--- src/rtl/nn_param_loader_if.sv ---
// nn_param_loader_if: parameter word handshake plus the shared layer configuration bus.
interface nn_param_loader_if #(
    parameter int DATA_W = 32
);
    logic              start;
    logic              abort;
    logic [DATA_W-1:0] in_data;
    logic              in_valid;
    logic              in_ready;
    logic [31:0]       config_layer_num;
    logic [31:0]       config_neuron_num;
    logic [DATA_W-1:0] weightValue;
    logic              weightValid;
    logic [DATA_W-1:0] biasValue;
    logic              biasValid;
    logic              busy;
    logic              done;
    logic              aborted;
    logic [31:0]       word_count;

    modport master (
        output start, abort, in_data, in_valid,
        input  in_ready, config_layer_num, config_neuron_num, weightValue, weightValid,
        input  biasValue, biasValid, busy, done, aborted, word_count
    );

    modport slave (
        input  start, abort, in_data, in_valid,
        output in_ready, config_layer_num, config_neuron_num, weightValue, weightValid,
        output biasValue, biasValid, busy, done, aborted, word_count
    );
endinterface

--- src/rtl/nn_param_loader.sv ---
// nn_param_loader: walks layer/neuron/word indices over a flat parameter stream and
// strobes bias/weight words into the layer config bus one cycle after each accept.
module nn_param_loader #(
    parameter int DATA_W = 32,
    parameter int L1_NN  = 30,
    parameter int L1_NW  = 784,
    parameter int L2_NN  = 30,
    parameter int L2_NW  = 30,
    parameter int L3_NN  = 10,
    parameter int L3_NW  = 30,
    parameter int L4_NN  = 10,
    parameter int L4_NW  = 10
) (
    input logic clk,
    input logic rst,
    nn_param_loader_if.slave bus
);
    typedef enum logic [1:0] {IDLE, BIAS, WEIGHT, DONE} state_t;

    state_t            state_q, state_d;
    logic [31:0]       layer_q, layer_d, neuron_q, neuron_d, widx_q, widx_d;
    logic [31:0]       word_count_q, word_count_d;
    logic [31:0]       cfg_layer_q, cfg_layer_d, cfg_neuron_q, cfg_neuron_d;
    logic [DATA_W-1:0] weight_value_q, weight_value_d, bias_value_q, bias_value_d;
    logic              weight_valid_q, weight_valid_d, bias_valid_q, bias_valid_d;
    logic              done_q, done_d, aborted_q, aborted_d;
    logic [31:0]       nn, nw;
    logic              active, accept, last_w, last_n;

    assign active       = state_q == BIAS || state_q == WEIGHT;
    assign bus.in_ready = active && !bus.abort;
    assign accept       = bus.in_valid && bus.in_ready;
    assign nn = layer_q == 32'd1 ? 32'(L1_NN) : layer_q == 32'd2 ? 32'(L2_NN) :
                layer_q == 32'd3 ? 32'(L3_NN) : 32'(L4_NN);
    assign nw = layer_q == 32'd1 ? 32'(L1_NW) : layer_q == 32'd2 ? 32'(L2_NW) :
                layer_q == 32'd3 ? 32'(L3_NW) : 32'(L4_NW);
    assign last_w = widx_q == nw - 32'd1;
    assign last_n = neuron_q == nn - 32'd1;

    always_comb begin
        state_d        = state_q;
        layer_d        = layer_q;
        neuron_d       = neuron_q;
        widx_d         = widx_q;
        word_count_d   = word_count_q;
        cfg_layer_d    = cfg_layer_q;
        cfg_neuron_d   = cfg_neuron_q;
        weight_value_d = weight_value_q;
        bias_value_d   = bias_value_q;
        weight_valid_d = 1'b0;
        bias_valid_d   = 1'b0;
        done_d         = state_q == DONE;
        aborted_d      = 1'b0;
        case (state_q)
            IDLE: if (bus.start) begin
                state_d      = BIAS;
                layer_d      = 32'd1;
                neuron_d     = '0;
                widx_d       = '0;
                word_count_d = '0;
            end
            BIAS, WEIGHT: if (bus.abort) begin
                state_d   = IDLE;
                aborted_d = 1'b1;
                layer_d   = '0;
                neuron_d  = '0;
                widx_d    = '0;
            end else if (accept) begin
                word_count_d = word_count_q + 32'd1;
                // Tags are captured with the word so they stay aligned with its strobe.
                cfg_layer_d  = layer_q;
                cfg_neuron_d = neuron_q;
                if (state_q == BIAS) begin
                    bias_value_d = bus.in_data;
                    bias_valid_d = 1'b1;
                    state_d      = WEIGHT;
                end else begin
                    weight_value_d = bus.in_data;
                    weight_valid_d = 1'b1;
                    widx_d         = last_w ? '0 : widx_q + 32'd1;
                    if (last_w) begin
                        neuron_d = last_n ? '0 : neuron_q + 32'd1;
                        layer_d  = last_n ? layer_q + 32'd1 : layer_q;
                        state_d  = last_n && layer_q == 32'd4 ? DONE : BIAS;
                    end
                end
            end
            default: state_d = IDLE;
        endcase
    end

    always_ff @(posedge clk or posedge rst) begin
        if (rst) begin
            state_q        <= IDLE;
            layer_q        <= '0;
            neuron_q       <= '0;
            widx_q         <= '0;
            word_count_q   <= '0;
            cfg_layer_q    <= '0;
            cfg_neuron_q   <= '0;
            weight_value_q <= '0;
            bias_value_q   <= '0;
            weight_valid_q <= 1'b0;
            bias_valid_q   <= 1'b0;
            done_q         <= 1'b0;
            aborted_q      <= 1'b0;
        end else begin
            state_q        <= state_d;
            layer_q        <= layer_d;
            neuron_q       <= neuron_d;
            widx_q         <= widx_d;
            word_count_q   <= word_count_d;
            cfg_layer_q    <= cfg_layer_d;
            cfg_neuron_q   <= cfg_neuron_d;
            weight_value_q <= weight_value_d;
            bias_value_q   <= bias_value_d;
            weight_valid_q <= weight_valid_d;
            bias_valid_q   <= bias_valid_d;
            done_q         <= done_d;
            aborted_q      <= aborted_d;
        end
    end

    assign bus.config_layer_num  = cfg_layer_q;
    assign bus.config_neuron_num = cfg_neuron_q;
    assign bus.weightValue       = weight_value_q;
    assign bus.weightValid       = weight_valid_q;
    assign bus.biasValue         = bias_value_q;
    assign bus.biasValid         = bias_valid_q;
    assign bus.busy              = active;
    assign bus.done              = done_q;
    assign bus.aborted           = aborted_q;
    assign bus.word_count        = word_count_q;
endmodule

--- src/flat_wrapper.sv ---
// flat-port wrapper written by rule: the top's interface ports become plain ports
module nn_param_loader_flat 
#(
    parameter int DATA_W = 32,
    parameter int L1_NN  = 30,
    parameter int L1_NW  = 784,
    parameter int L2_NN  = 30,
    parameter int L2_NW  = 30,
    parameter int L3_NN  = 10,
    parameter int L3_NW  = 30,
    parameter int L4_NN  = 10,
    parameter int L4_NW  = 10
)
  (clk, rst, bus_start, bus_abort, bus_in_data, bus_in_valid, bus_in_ready, bus_config_layer_num, bus_config_neuron_num, bus_weightValue, bus_weightValid, bus_biasValue, bus_biasValid, bus_busy, bus_done, bus_aborted, bus_word_count);
  nn_param_loader_if #(.DATA_W(DATA_W)) bus_i ();
  input logic clk;
  input logic rst;
  input wire logic [$bits(bus_i.start)-1:0] bus_start;
  input wire logic [$bits(bus_i.abort)-1:0] bus_abort;
  input wire logic [$bits(bus_i.in_data)-1:0] bus_in_data;
  input wire logic [$bits(bus_i.in_valid)-1:0] bus_in_valid;
  output wire logic [$bits(bus_i.in_ready)-1:0] bus_in_ready;
  output wire logic [$bits(bus_i.config_layer_num)-1:0] bus_config_layer_num;
  output wire logic [$bits(bus_i.config_neuron_num)-1:0] bus_config_neuron_num;
  output wire logic [$bits(bus_i.weightValue)-1:0] bus_weightValue;
  output wire logic [$bits(bus_i.weightValid)-1:0] bus_weightValid;
  output wire logic [$bits(bus_i.biasValue)-1:0] bus_biasValue;
  output wire logic [$bits(bus_i.biasValid)-1:0] bus_biasValid;
  output wire logic [$bits(bus_i.busy)-1:0] bus_busy;
  output wire logic [$bits(bus_i.done)-1:0] bus_done;
  output wire logic [$bits(bus_i.aborted)-1:0] bus_aborted;
  output wire logic [$bits(bus_i.word_count)-1:0] bus_word_count;
  assign bus_i.start = bus_start;
  assign bus_i.abort = bus_abort;
  assign bus_i.in_data = bus_in_data;
  assign bus_i.in_valid = bus_in_valid;
  assign bus_in_ready = bus_i.in_ready;
  assign bus_config_layer_num = bus_i.config_layer_num;
  assign bus_config_neuron_num = bus_i.config_neuron_num;
  assign bus_weightValue = bus_i.weightValue;
  assign bus_weightValid = bus_i.weightValid;
  assign bus_biasValue = bus_i.biasValue;
  assign bus_biasValid = bus_i.biasValid;
  assign bus_busy = bus_i.busy;
  assign bus_done = bus_i.done;
  assign bus_aborted = bus_i.aborted;
  assign bus_word_count = bus_i.word_count;
  nn_param_loader #(.DATA_W(DATA_W), .L1_NN(L1_NN), .L1_NW(L1_NW), .L2_NN(L2_NN), .L2_NW(L2_NW), .L3_NN(L3_NN), .L3_NW(L3_NW), .L4_NN(L4_NN), .L4_NW(L4_NW)) u_core (.clk(clk), .rst(rst), .bus(bus_i));
endmodule
--- config.mk ---
export PLATFORM = sky130hd
export DESIGN_NAME = nn_param_loader_flat
export DESIGN_NICKNAME = d
export VERILOG_FILES = /design/src/rtl/nn_param_loader_if.sv /design/src/rtl/nn_param_loader.sv /design/src/flat_wrapper.sv
export SDC_FILE = /design/constraint.sdc
export NUM_CORES = 1
export LEC_CHECK = 0
export ABC_AREA = 1
export BUFFER_PORTS_ARGS = -buffer_cell sky130_fd_sc_hd__buf_2
export CAP_MARGIN = 10
export CORE_AREA = 8 8 237 239
export DETAILED_ROUTE_END_ITERATION = 6
export DIE_AREA = 0 0 245 247
export PLACE_DENSITY = 0.44
export SLEW_MARGIN = 20
export SYNTH_ARGS = -nofsm -noshare
export SYNTH_HDL_FRONTEND = slang
export SYNTH_SLANG_ARGS = --single-unit
--- constraint.sdc ---
create_clock -name clk -period 8.3 [get_ports clk]
set_clock_uncertainty 0.15 [all_clocks]
set_input_delay 0.415 -clock clk [delete_from_list [all_inputs] [get_ports clk]]
set_output_delay 0.415 -clock clk [all_outputs]
set_load 0.01 [all_outputs]
==> flow_metrics.tcl <==
set metrics [dict create \
    outcome "finished clean" \
    drcViolationCount 0 \
    rsz0062_at_grt "false" \
    placed_cell_area_um2 15100 \
    maxCapViolCount 0 \
    syn_nets 1785 \
    area_delta_synth_final_pct 22.1 \
    grt_util_all_layers_pct 13.5 \
    synthTopCellsByCount "452 x nand2_1, 262 x dfrtp_1, 189 x inv_1, 186 x nor2_1, 186 x o21ai_0" \
    root_buffer "clkbuf_16" \
    synth.most_common_cell "nand2_1" \
    synth_xor_area_share_pct 3.44 \
    drt-total-wl_um 41700 \
    grt_pass1_vias 11926 \
    cts_resized 0 \
    finalHoldViolCount 0 \
    maxSlewViolCount 0 \
    start_util_pct 25.8 \
    antenna_found_initial 0 \
    ant_nets 0 \
    portBuffers 202 \
    drt-pass1-iter-count 5 \
    switchingPower_mw 1.60 \
    grt_max_degree 146 \
    ys_warn_count 0 \
    drt_iter0_drc 855 \
    ir_worst_vdd_mv 0.140 \
    die_h_um 247 \
    slew_headroom_pct 34.8 \
    synth_top_cell_by_area "dfrtp_1" \
    synth-simple-area-share_pct 28.5 \
    setup_viol 0 \
    netlist_area_um2 13500 \
    syn-mean-instance-area_um2 7.77 \
    startpoint_type "flop" \
    core_area_um2 52200 \
    wire_per_inst_um 15.7 \
    yosysSeqAreaShare_pct 48.6 \
    cts_tree "yes" \
    io-pin-count 203 \
    synth_flop_cell "dfrtp_1" \
    fmax_ghz 0.268 \
    grt_pass1_wl_um 67200 \
    synth_fa_ha_area_share_pct 1.02 \
    critPathKind "reg2reg" \
    crit_arrival_ns 3.99 \
    clock_sinks 262 \
    async_flop_share_pct 100 \
    vias_per_cell 4.50 \
    period_needed_ns 3.73 \
    required_ns 8.56 \
    synth_mux_area_share_pct 0.0741 \
    sequentialPowerShare_pct 36.6 \
    end_kind "flop" \
    via_count 11943 \
    synth_top_area_share_pct 48.6 \
    intPower_mw 2.73 \
    tns_ns 0 \
    finalInstanceArea_um2 16500 \
    synth.area.top_cells "dfrtp_1 49%, nand2_1 13%, o21ai_0 6.9%, inv_1 5.3%, nor2_1 5.2%" \
    dp_hpwl_um 29700 \
    die_area_um2 60500 \
    p_comb_share_pct 28.3 \
    clk_latency_ns 0.53 \
    num_antenna_cells 0 \
    overflow 0 \
    ys_types 46 \
    synth_compound_area_share_pct 10.5 \
    drive_gt1_share_pct 15.2 \
    synth_cells 1737 \
    power_density_nw_per_um2 263 \
    routabilityCongestion 0.847 \
    synth-edff-count 0 \
    synth_seq_cells 262 \
    finalCritPeriodShare_pct 45.0 \
    clock_path_buffers 3 \
    clk_pin_slew_ns 0.06 \
    leakage_nw 7.53 \
    die_w_um 245 \
    clkPwrFrac_pct 35.0 \
    cts_buffers 34 \
    tightest_slew_ns 0.978 \
    cts_max_level 2 \
    synth_top_family_by_area "simple AND/OR/NAND/NOR gates" \
    switching_share_pct 37.0 \
    core.rowCount 84 \
    crit_fanout 58 \
    hp-class "in2reg" \
    finalNetCount 1989 \
]
## final cells by class
| type | count | area, um^2 |
|---|---|---|
| Inverter | 195 | 742 |
| Tap cell | 688 | 861 |
| Sequential cell | 262 | 6560 |
| Timing Repair Buffer | 231 | 1300 |
| Multi-Input combinational cell | 1217 | 5890 |
| Clock inverter | 9 | 128 |
| Fill cell | 5608 | 35800 |
| Clock buffer | 51 | 1010 |
## cells by family after synthesis
kind of cell,Yosys count
AO/OA/AOI/OAI,266
XOR/XNOR,53
adder cells (fa/ha/maj),11
buffers and inverters,258
flip-flops,262
multiplexers,1
AND/OR/NAND/NOR,886
## metal layers
layer	vias up	GRT usage, %	routed length (um)
met3	56	2.92	1750
met1	5653	17.4	18700
met2	185	22.5	20400
met4	0	3.66	823
met5	-	0	0
li1	6049	-	-
## state kept, by name, summed over array words and instances (netlist names)
signal and count:
u_core.bus.aborted 1, u_core.bus.biasValid 1, u_core.bus.biasValue 32, u_core.bus.config_layer_num 32
u_core.bus.config_neuron_num 32, u_core.bus.done 1, u_core.bus.weightValid 1, u_core.bus.weightValue 32
u_core.bus.word_count 32, u_core.layer_q 32, u_core.neuron_q 32, u_core.state_q 2
u_core.widx_q 32
## worst paths after layout
kind / from / endpoint / slack, ns / cells past startpoint
max: u_core.state_q[0] / u_core.bus.word_count[24] / 4.57 / 11
min: bus_in_data[12] / u_core.bus.weightValue[12] / 0.03 / 3
max reg2reg: u_core.state_q[0] / u_core.bus.word_count[24] / 4.57 / 11
min reg2reg: u_core.bus.config_layer_num[16] / u_core.bus.config_layer_num[16] / 0.33 / 2
max in group asynchronous: rst / u_core.neuron_q[19] / 6.12 / 4
min in group asynchronous: rst / u_core.bus.biasValue[20] / 0.44 / 3
## cell usage in the layout, fill, tap and decap left out, types with 2 or more instances in the layout
| master | n |
|---|---|
| nand2_1 | 452 |
| dfrtp_1 | 262 |
| buf_2 | 202 |
| inv_1 | 188 |
| nor2_1 | 186 |
| o21ai_0 | 186 |
| nor3_1 | 82 |
| nand3_1 | 60 |
| xor2_1 | 50 |
| nand4_1 | 47 |
| clkbuf_16 | 35 |
| nor4_1 | 30 |
| a21oi_1 | 26 |
| o21ai_1 | 26 |
| dlygate4sd3_1 | 25 |
| o21ai_2 | 14 |
| ha_1 | 11 |
| clkbuf_1 | 9 |
| clkbuf_8 | 7 |
| nor2_2 | 6 |
| inv_2 | 4 |
| nand2_4 | 4 |
| clkinv_2 | 4 |
| nor2_4 | 3 |
| nand3b_1 | 3 |
| xnor2_1 | 3 |
| nor3b_1 | 3 |
| o31ai_1 | 3 |
| bufinv_16 | 3 |
| buf_4 | 3 |
| nand2_2 | 2 |
| nand3_2 | 2 |
| nor3_2 | 2 |
| o21a_1 | 2 |
| o211a_1 | 2 |
| inv_6 | 2 |
## per-stage QoR
step / setup slack, ns / power (mW) / cells / utilization, % / hold WS (ns)
2_1_floorplan: 0.523 / 2.47 / 1737 / - / 0.328
3_3_place_gp: 4.49 / 2.85 / 2568 / 28.9 / 0.312
3_5_place_dp: 4.48 / 2.87 / 2568 / 28.9 / 0.318
4_1_cts: 4.44 / 4.43 / 2653 / 31.6 / 0.000934
5_1_grt: 4.23 / 4.62 / 2653 / 31.6 / 0.0126
6_report: 4.57 / 4.33 / 2653 / 31.6 / 0.0340
## power groups by stage
stage                     combinational (mW)  sequential [mW]  clock [mW]
after floorplan                        0.786             1.68           0
after global placement                  1.25             1.60           0
after detailed placement                1.26             1.61           0
after CTS                               1.27             1.59        1.58
after global routing                    1.38             1.61        1.62
final                                   1.23             1.59        1.52
## critical path, cell delays in order (launching register included)
cell	delay [ns]
dfrtp_1	0.41
inv_1	0.07
ha_1	0.31
inv_2	0.27
nor2_8	0.32
nand2_4	0.34
o21ai_2	0.19
nand2_4	0.17
nor2_1	0.59
inv_1	0.50
o21ai_0	0.20
nor2_1	0.07
## timing repair
item | 4_1_cts | 5_1_grt
hold endpoints to repair | 159 | 0
hold buffers | 25 | 0
setup buffers | 0 | 0
setup endpoints to repair | 0 | 0
No activity file was read; power rests on OpenSTA's default activity.
